--- config.mk ---
export PLATFORM = sky130hd
export DESIGN_NAME = updown_bcd_display
export DESIGN_NICKNAME = d
export VERILOG_FILES = /design/src/rtl/updown_bcd_display.sv
export SDC_FILE = /design/constraint.sdc
export NUM_CORES = 1
export LEC_CHECK = 0
export CORE_UTILIZATION = 35
export CTS_CLUSTER_SIZE = 12
export DETAILED_ROUTE_END_ITERATION = 6
export REMOVE_ABC_BUFFERS = 1
export SLEW_MARGIN = 5
export SYNTH_ARGS = -nofsm -noshare
export SYNTH_HDL_FRONTEND = slang
export SYNTH_SLANG_ARGS = --single-unit
--- constraint.sdc ---
create_clock -name clk -period 7.6 [get_ports clk]
set_clock_uncertainty 0.05 [all_clocks]
set_input_delay 0.76 -clock clk [delete_from_list [all_inputs] [get_ports clk]]
set_output_delay 0.76 -clock clk [all_outputs]
set_load 0.05 [all_outputs]
--- src/rtl/updown_bcd_display.sv ---
// Multi-decade reversible BCD counter with prescaled count tick and a
// time-multiplexed, leading-zero-blanked 7-segment display driver.
module updown_bcd_display #(
    parameter int DIGITS   = 4,
    parameter int TICK_DIV = 100_000_000,
    parameter int SCAN_DIV = 100_000,
    parameter int BLANK_LZ = 1
) (
    input  logic                  clk,
    input  logic                  rst,
    input  logic                  ud,
    input  logic                  en,
    input  logic                  load,
    input  logic [4*DIGITS-1:0]   load_val,
    output logic [4*DIGITS-1:0]   value,
    output logic [7:0]            an,
    output logic [7:0]            sgm,
    output logic                  rco
);

    localparam int VW = 4 * DIGITS;
    localparam int PW = $clog2(TICK_DIV);
    localparam int SW = $clog2(SCAN_DIV);
    localparam int IW = (DIGITS > 1) ? $clog2(DIGITS) : 1;

    logic [PW-1:0] pre, pre_nxt;
    logic [SW-1:0] sc, sc_nxt;
    logic [IW-1:0] idx, idx_nxt;
    logic [VW-1:0] value_nxt;
    logic [VW:0]   inc_res, dec_res;
    logic [7:0]    an_nxt, sgm_nxt;
    logic [3:0]    digit_nxt;
    logic          rco_nxt, tick, scan_tc;

    function automatic logic [VW-1:0] bcd_clamp(input logic [VW-1:0] v);
        logic [VW-1:0] r;
        r = v;
        for (int i = 0; i < DIGITS; i++) begin
            if (v[4*i +: 4] > 4'd9) r[4*i +: 4] = 4'd9;
        end
        return r;
    endfunction

    // Result carries the wrap flag in its MSB.
    function automatic logic [VW:0] bcd_inc(input logic [VW-1:0] v);
        logic [VW-1:0] r;
        logic          c;
        r = v;
        c = 1'b1;
        for (int i = 0; i < DIGITS; i++) begin
            if (c) begin
                if (v[4*i +: 4] >= 4'd9) begin
                    r[4*i +: 4] = 4'd0;
                end else begin
                    r[4*i +: 4] = v[4*i +: 4] + 4'd1;
                    c = 1'b0;
                end
            end
        end
        return {c, r};
    endfunction

    function automatic logic [VW:0] bcd_dec(input logic [VW-1:0] v);
        logic [VW-1:0] r;
        logic          b;
        r = v;
        b = 1'b1;
        for (int i = 0; i < DIGITS; i++) begin
            if (b) begin
                if (v[4*i +: 4] == 4'd0) begin
                    r[4*i +: 4] = 4'd9;
                end else begin
                    r[4*i +: 4] = v[4*i +: 4] - 4'd1;
                    b = 1'b0;
                end
            end
        end
        return {b, r};
    endfunction

    function automatic logic [6:0] seg7(input logic [3:0] d);
        case (d)
            4'd0:    return 7'h40;
            4'd1:    return 7'h79;
            4'd2:    return 7'h24;
            4'd3:    return 7'h30;
            4'd4:    return 7'h19;
            4'd5:    return 7'h12;
            4'd6:    return 7'h02;
            4'd7:    return 7'h78;
            4'd8:    return 7'h00;
            4'd9:    return 7'h10;
            default: return 7'h7F;
        endcase
    endfunction

    // A digit is a leading zero when it and every more significant digit are 0.
    function automatic logic blank_digit(input logic [VW-1:0] v, input int k);
        logic b;
        b = (k != 0);
        for (int i = 0; i < DIGITS; i++) begin
            if (i >= k && v[4*i +: 4] != 4'd0) b = 1'b0;
        end
        return b;
    endfunction

    always_comb begin
        tick      = en && (pre == PW'(TICK_DIV - 1));
        inc_res   = bcd_inc(value);
        dec_res   = bcd_dec(value);
        value_nxt = value;
        pre_nxt   = pre;
        rco_nxt   = 1'b0;
        if (load) begin
            value_nxt = bcd_clamp(load_val);
            pre_nxt   = '0;
        end else if (tick) begin
            pre_nxt = '0;
            if (ud) begin
                value_nxt = inc_res[VW-1:0];
                rco_nxt   = inc_res[VW];
            end else begin
                value_nxt = dec_res[VW-1:0];
                rco_nxt   = dec_res[VW];
            end
        end else if (en) begin
            pre_nxt = pre + PW'(1);
        end
    end

    always_comb begin
        scan_tc = (sc == SW'(SCAN_DIV - 1));
        sc_nxt  = scan_tc ? '0 : sc + SW'(1);
        idx_nxt = idx;
        if (scan_tc) idx_nxt = (idx == IW'(DIGITS - 1)) ? '0 : idx + IW'(1);
    end

    // Anode and segments are both derived from next-state idx and value so the
    // registered pair always describes the same digit with its current content.
    always_comb begin
        an_nxt    = 8'hFF;
        digit_nxt = 4'd0;
        for (int i = 0; i < 8; i++) begin
            if (i < DIGITS && IW'(i) == idx_nxt) an_nxt[i] = 1'b0;
        end
        for (int i = 0; i < DIGITS; i++) begin
            if (IW'(i) == idx_nxt) digit_nxt = value_nxt[4*i +: 4];
        end
        if (BLANK_LZ != 0 && blank_digit(value_nxt, int'(idx_nxt)))
            sgm_nxt = 8'hFF;
        else
            sgm_nxt = {1'b1, seg7(digit_nxt)};
    end

    always_ff @(posedge clk or negedge rst) begin
        if (!rst) begin
            value <= '0;
            pre   <= '0;
            rco   <= 1'b0;
            sc    <= '0;
            idx   <= '0;
            an    <= 8'hFE;
            sgm   <= 8'hC0;
        end else begin
            value <= value_nxt;
            pre   <= pre_nxt;
            rco   <= rco_nxt;
            sc    <= sc_nxt;
            idx   <= idx_nxt;
            an    <= an_nxt;
            sgm   <= sgm_nxt;
        end
    end

endmodule

==> Implementation_results.wiki <==
{| class="wikitable"
! Metric !! Value
|-
| Outcome || finished, final reports clean
|-
| Number of non-filler instances in the completed layout || ~770
|-
| FILL cells || 1332
|-
| Worst setup path category || reg -> reg
|-
| Clock insertion delay at the later pin of the skew report || 340 ps
|-
| Area added between synthesis and finish || 19.2%
|-
| Layout cell share with drive strength beyond 1 || 7.81%
|-
| Count of pins over their slew limit || 0
|-
| DRC violation count after routing || 0
|-
| Effective utilization at floorplan || 36.2%
|-
| Cell depth of the worst setup path || 11
|-
| Number of global-route vias before repair || ~4100
|-
| Most frequent standard cell in the layout excluding fill and tap cells || sky130_fd_sc_hd__dfrtp_1
|-
| All-layer global routing usage || 19.4%
|-
| Static leakage || 0.00236 uW
|-
| Clock root cell || sky130_fd_sc_hd__clkbuf_16
|-
| Most common flop cell mapped by yosys || sky130_fd_sc_hd__dfrtp_1
|-
| Min-Delay Path Class || reg -> reg
|-
| Async S/R FF share, synth || 100%
|-
| Detail-routed via count per cell || approximately 5.7
|-
| Arrival @ worst endpoint || 4400 ps
|-
| Number of instances on the worst hold path || 1
|-
| TritonCTS clock tree || done
|-
| Post-placement cell count || 749
|-
| Cell depth of the worst flop-to-flop path || 11
|-
| Kind of end point of the critical path || flop
|-
| Pre-Repair DR Iteration Count || 5
|-
| Detailed placer's ending HPWL || 9330 um
|-
| Worst vdd ir || 0.0975 mV
|-
| Sequential element share of the synthesized area || 38.4%
|-
| Startpoint of the most critical register-to-register path || value[0]
|-
| End of the worst hold path || sc[13]
|-
| Slowest stage cell, crit path || sky130_fd_sc_hd__nor4_1
|-
| Worst-case clock buffer depth || 2
|-
| Average footprint of a synthesized cell || 8.88 um^2
|-
| CTS-repair resized insts || 0
|-
| Syn Std Cell Area || about 4800 um^2
|-
| Final antenna-violating net count || 0
|-
| Number of instances in the synthesized netlist || 545
|-
| Number of primary I/O pins || 54
|-
| Clock input transition at the sequential cells of the worst setup and hold paths || 60 ps
|-
| Launching instance or port of the critical path || value[0]
|-
| Placed standard-cell area || approximately 5400 um^2
|-
| Commonest non-fill, non-tap cells in the layout || sky130_fd_sc_hd__dfrtp_1 (70), sky130_fd_sc_hd__nor2_1 (63), sky130_fd_sc_hd__clkdlybuf4s50_1 (47)
|-
| Minimum clock period after layout || 4180 ps
|-
| Final setup violation count || 0
|-
| Series of cell instances along the critical path || inv_1, ha_1, nor3b_1, nor4_1, nand4_1, o211a_1, o31ai_1, mux2i_1, mux2i_1, mux2_4, o211ai_2
|-
| Final setup margin || 3420 ps
|-
| Ant. Diodes || 0
|-
| Die X-Extent || 120 um
|-
| Drt total wl || 13200 um
|-
| Critical path fanouts, max || 11
|-
| Row Count || 42
|-
| Wire length per cell after detailed routing || 17.2 um
|-
| Slowest Stage Delay on Critical Path || 810 ps
|-
| Pin slew with the least headroom to its limit || 996 ps
|-
| Sum of negative setup slack || 0 ps
|-
| Number of DRC violations after detailed-routing iteration 0 || 291
|-
| Global-route wire length before repair || between 20000 and 25000 um
|-
| Max-cap viol count || 0
|-
| Register-to-register setup slack || between 3000 and 4000 ps
|-
| Number of hold-slack violations in the final timing report || 0
|-
| Area inside the core boundary || 13300 um^2
|-
| Die height || 120 um
|-
| Total power divided by cell area || approximately 200 nW/um^2
|-
| CP delay by family, top || multiplexers
|-
| Sinks on the clock net || 74
|-
| Maximum number of pins on one net before global-route repair || 75
|-
| Most area-hungry cell type in the Yosys netlist || sky130_fd_sc_hd__dfrtp_1
|-
| H-tree levels || 3
|-
| Die outline area || 14300 um^2
|-
| Critical path's most frequent cell || sky130_fd_sc_hd__mux2i_1
|-
| # Post-CTS Setup Buffers || 0
|-
| Critical Path Start Type || flop
|-
| Pre-CTS setup slack || 3180 ps
|-
| Port bufs || 48
|-
| Upper clock frequency limit || 239 MHz
|-
| Yosys reg bits || 74
|-
| Gp weighted congestion || around 0.89
|-
| Number of distinct library cells after synthesis || 78
|-
| Top cell type's share of synthesized area || 36.2%
|-
| Total clock buffers created by CTS || 9
|-
| Reg-to-reg endpoint || sgm[4]
|-
| Cell area after layout || 5770 um^2
|-
| Vias after detailed routing || about 4300
|-
| Synth warnings || 0
|-
| Worst relative slew slack || roughly 34%
|-
| Main area contributors after synthesis || sky130_fd_sc_hd__dfrtp_1 (36%), sky130_fd_sc_hd__ha_1 (5.2%), sky130_fd_sc_hd__nor2_1 (4.9%)
|-
| Hold buffers post-CTS || 0
|-
| Unrepaired setup endpoints after global routing || false
|-
| Overflow after GRT || 0
|-
| Total chip power || 1130 uW
|-
| Nets || 625
|-
| Beginning of the worst hold path || sc[13]
|-
| Worst path bufs/invs || 1
|-
| Period utilization || 55.0%
|-
| Post-synth EDFFs || 0
|-
| Crit path required time || slightly below 8000 ps
|-
| Antenna violations before repair || 0
|}
worst register-to-register path, delay by kind of cell, from the launching register on:
| family | cells | cell delay (ps) |
|---|---|---|
| buf+inv | 1 | 140 |
| flops | 1 | 480 |
| compound gates | 3 | 720 |
| fa+ha+maj | 1 | 300 |
| mux | 3 | 1220 |
| simple gates | 3 | 1200 |
metrics by stage:
step | util, % | hold WS, ps
after CTS | 43.2 | 453
after global routing | 43.2 | 484
after global placement | 40.7 | 428
final | 43.2 | 450
after floorplan | - | 403
after detailed placement | 40.7 | 443
synth_stat cells (5+ instances only):
cell type                  number
sky130_fd_sc_hd__a21oi_1       26
sky130_fd_sc_hd__a31oi_1       11
sky130_fd_sc_hd__and3_1         8
sky130_fd_sc_hd__and4_1         7
sky130_fd_sc_hd__buf_4          6
sky130_fd_sc_hd__clkbuf_1      15
sky130_fd_sc_hd__dfrtp_1       70
sky130_fd_sc_hd__ha_1          20
sky130_fd_sc_hd__inv_1         22
sky130_fd_sc_hd__mux2i_1        7
sky130_fd_sc_hd__nand2_1       38
sky130_fd_sc_hd__nand3_1       23
sky130_fd_sc_hd__nand3b_1       7
sky130_fd_sc_hd__nand4_1       11
sky130_fd_sc_hd__nor2_1        63
sky130_fd_sc_hd__nor3_1        12
sky130_fd_sc_hd__nor3b_1        6
sky130_fd_sc_hd__nor4_1         7
sky130_fd_sc_hd__o211ai_1       7
sky130_fd_sc_hd__o21ai_0       35
sky130_fd_sc_hd__o22ai_1        6
sky130_fd_sc_hd__o41ai_1        5
sky130_fd_sc_hd__or3_1          5
sky130_fd_sc_hd__xnor2_1        8
sky130_fd_sc_hd__xor2_1        24
metal layers:
| layer | global-route usage, % | share of wire [%] |
|---|---|---|
| met1 | 27.4 | 48 |
| met2 | 30.2 | 46 |
| met3 | 3.28 | 4.3 |
| met4 | 5.94 | 1.9 |
| met5 | 0 | 0 |
logic make-up after synthesis:
| kind of cell | after synthesis | share of synthesized area [%] |
|---|---|---|
| adder cells (fa/ha/maj) | 20 | 5.17 |
| multiplexers | 10 | 2.22 |
| AO/OA/AOI/OAI | 134 | 18.3 |
| other | 1 | 0.0775 |
| flip-flops | 74 | 38.4 |
| AND/OR/NAND/NOR | 223 | 25.2 |
| buffers and inverters | 51 | 4.81 |
| XOR/XNOR | 32 | 5.79 |
report_power, final:
part / internal, uW / switching (uW) / total (uW)
clock: 301 / 179 / 479
sequential: 409 / 22.0 / 431
combinational: 74.0 / 144 / 218
flip-flops by register name (all words and copies together), names as in the netlist:
register / count
pre: 27
sc: 17
value: 16
sgm: 7
an: 4
idx: 2
rco: 1
cell type report:
type	count	area, um^2	area share [%]
inverter	24	90.1	1.56
multi-input combinational	424	2770	48.0
tap	176	220	3.82
clock inverter	6	95.1	1.65
timing repair buffer	51	498	8.64
clock buffer	10	239	4.14
sequential	74	1860	32.2
worst max-delay path by stage:
stage,endpoint,slack (ps)
2_1_floorplan,sgm[4],3850
3_3_place_gp,sgm[4],3250
3_5_place_dp,sgm[2],3180
4_1_cts,sgm[4],3470
5_1_grt,sgm[5],3100
6_report,sgm[4],3420
No activity file was read; power rests on OpenSTA's default activity.
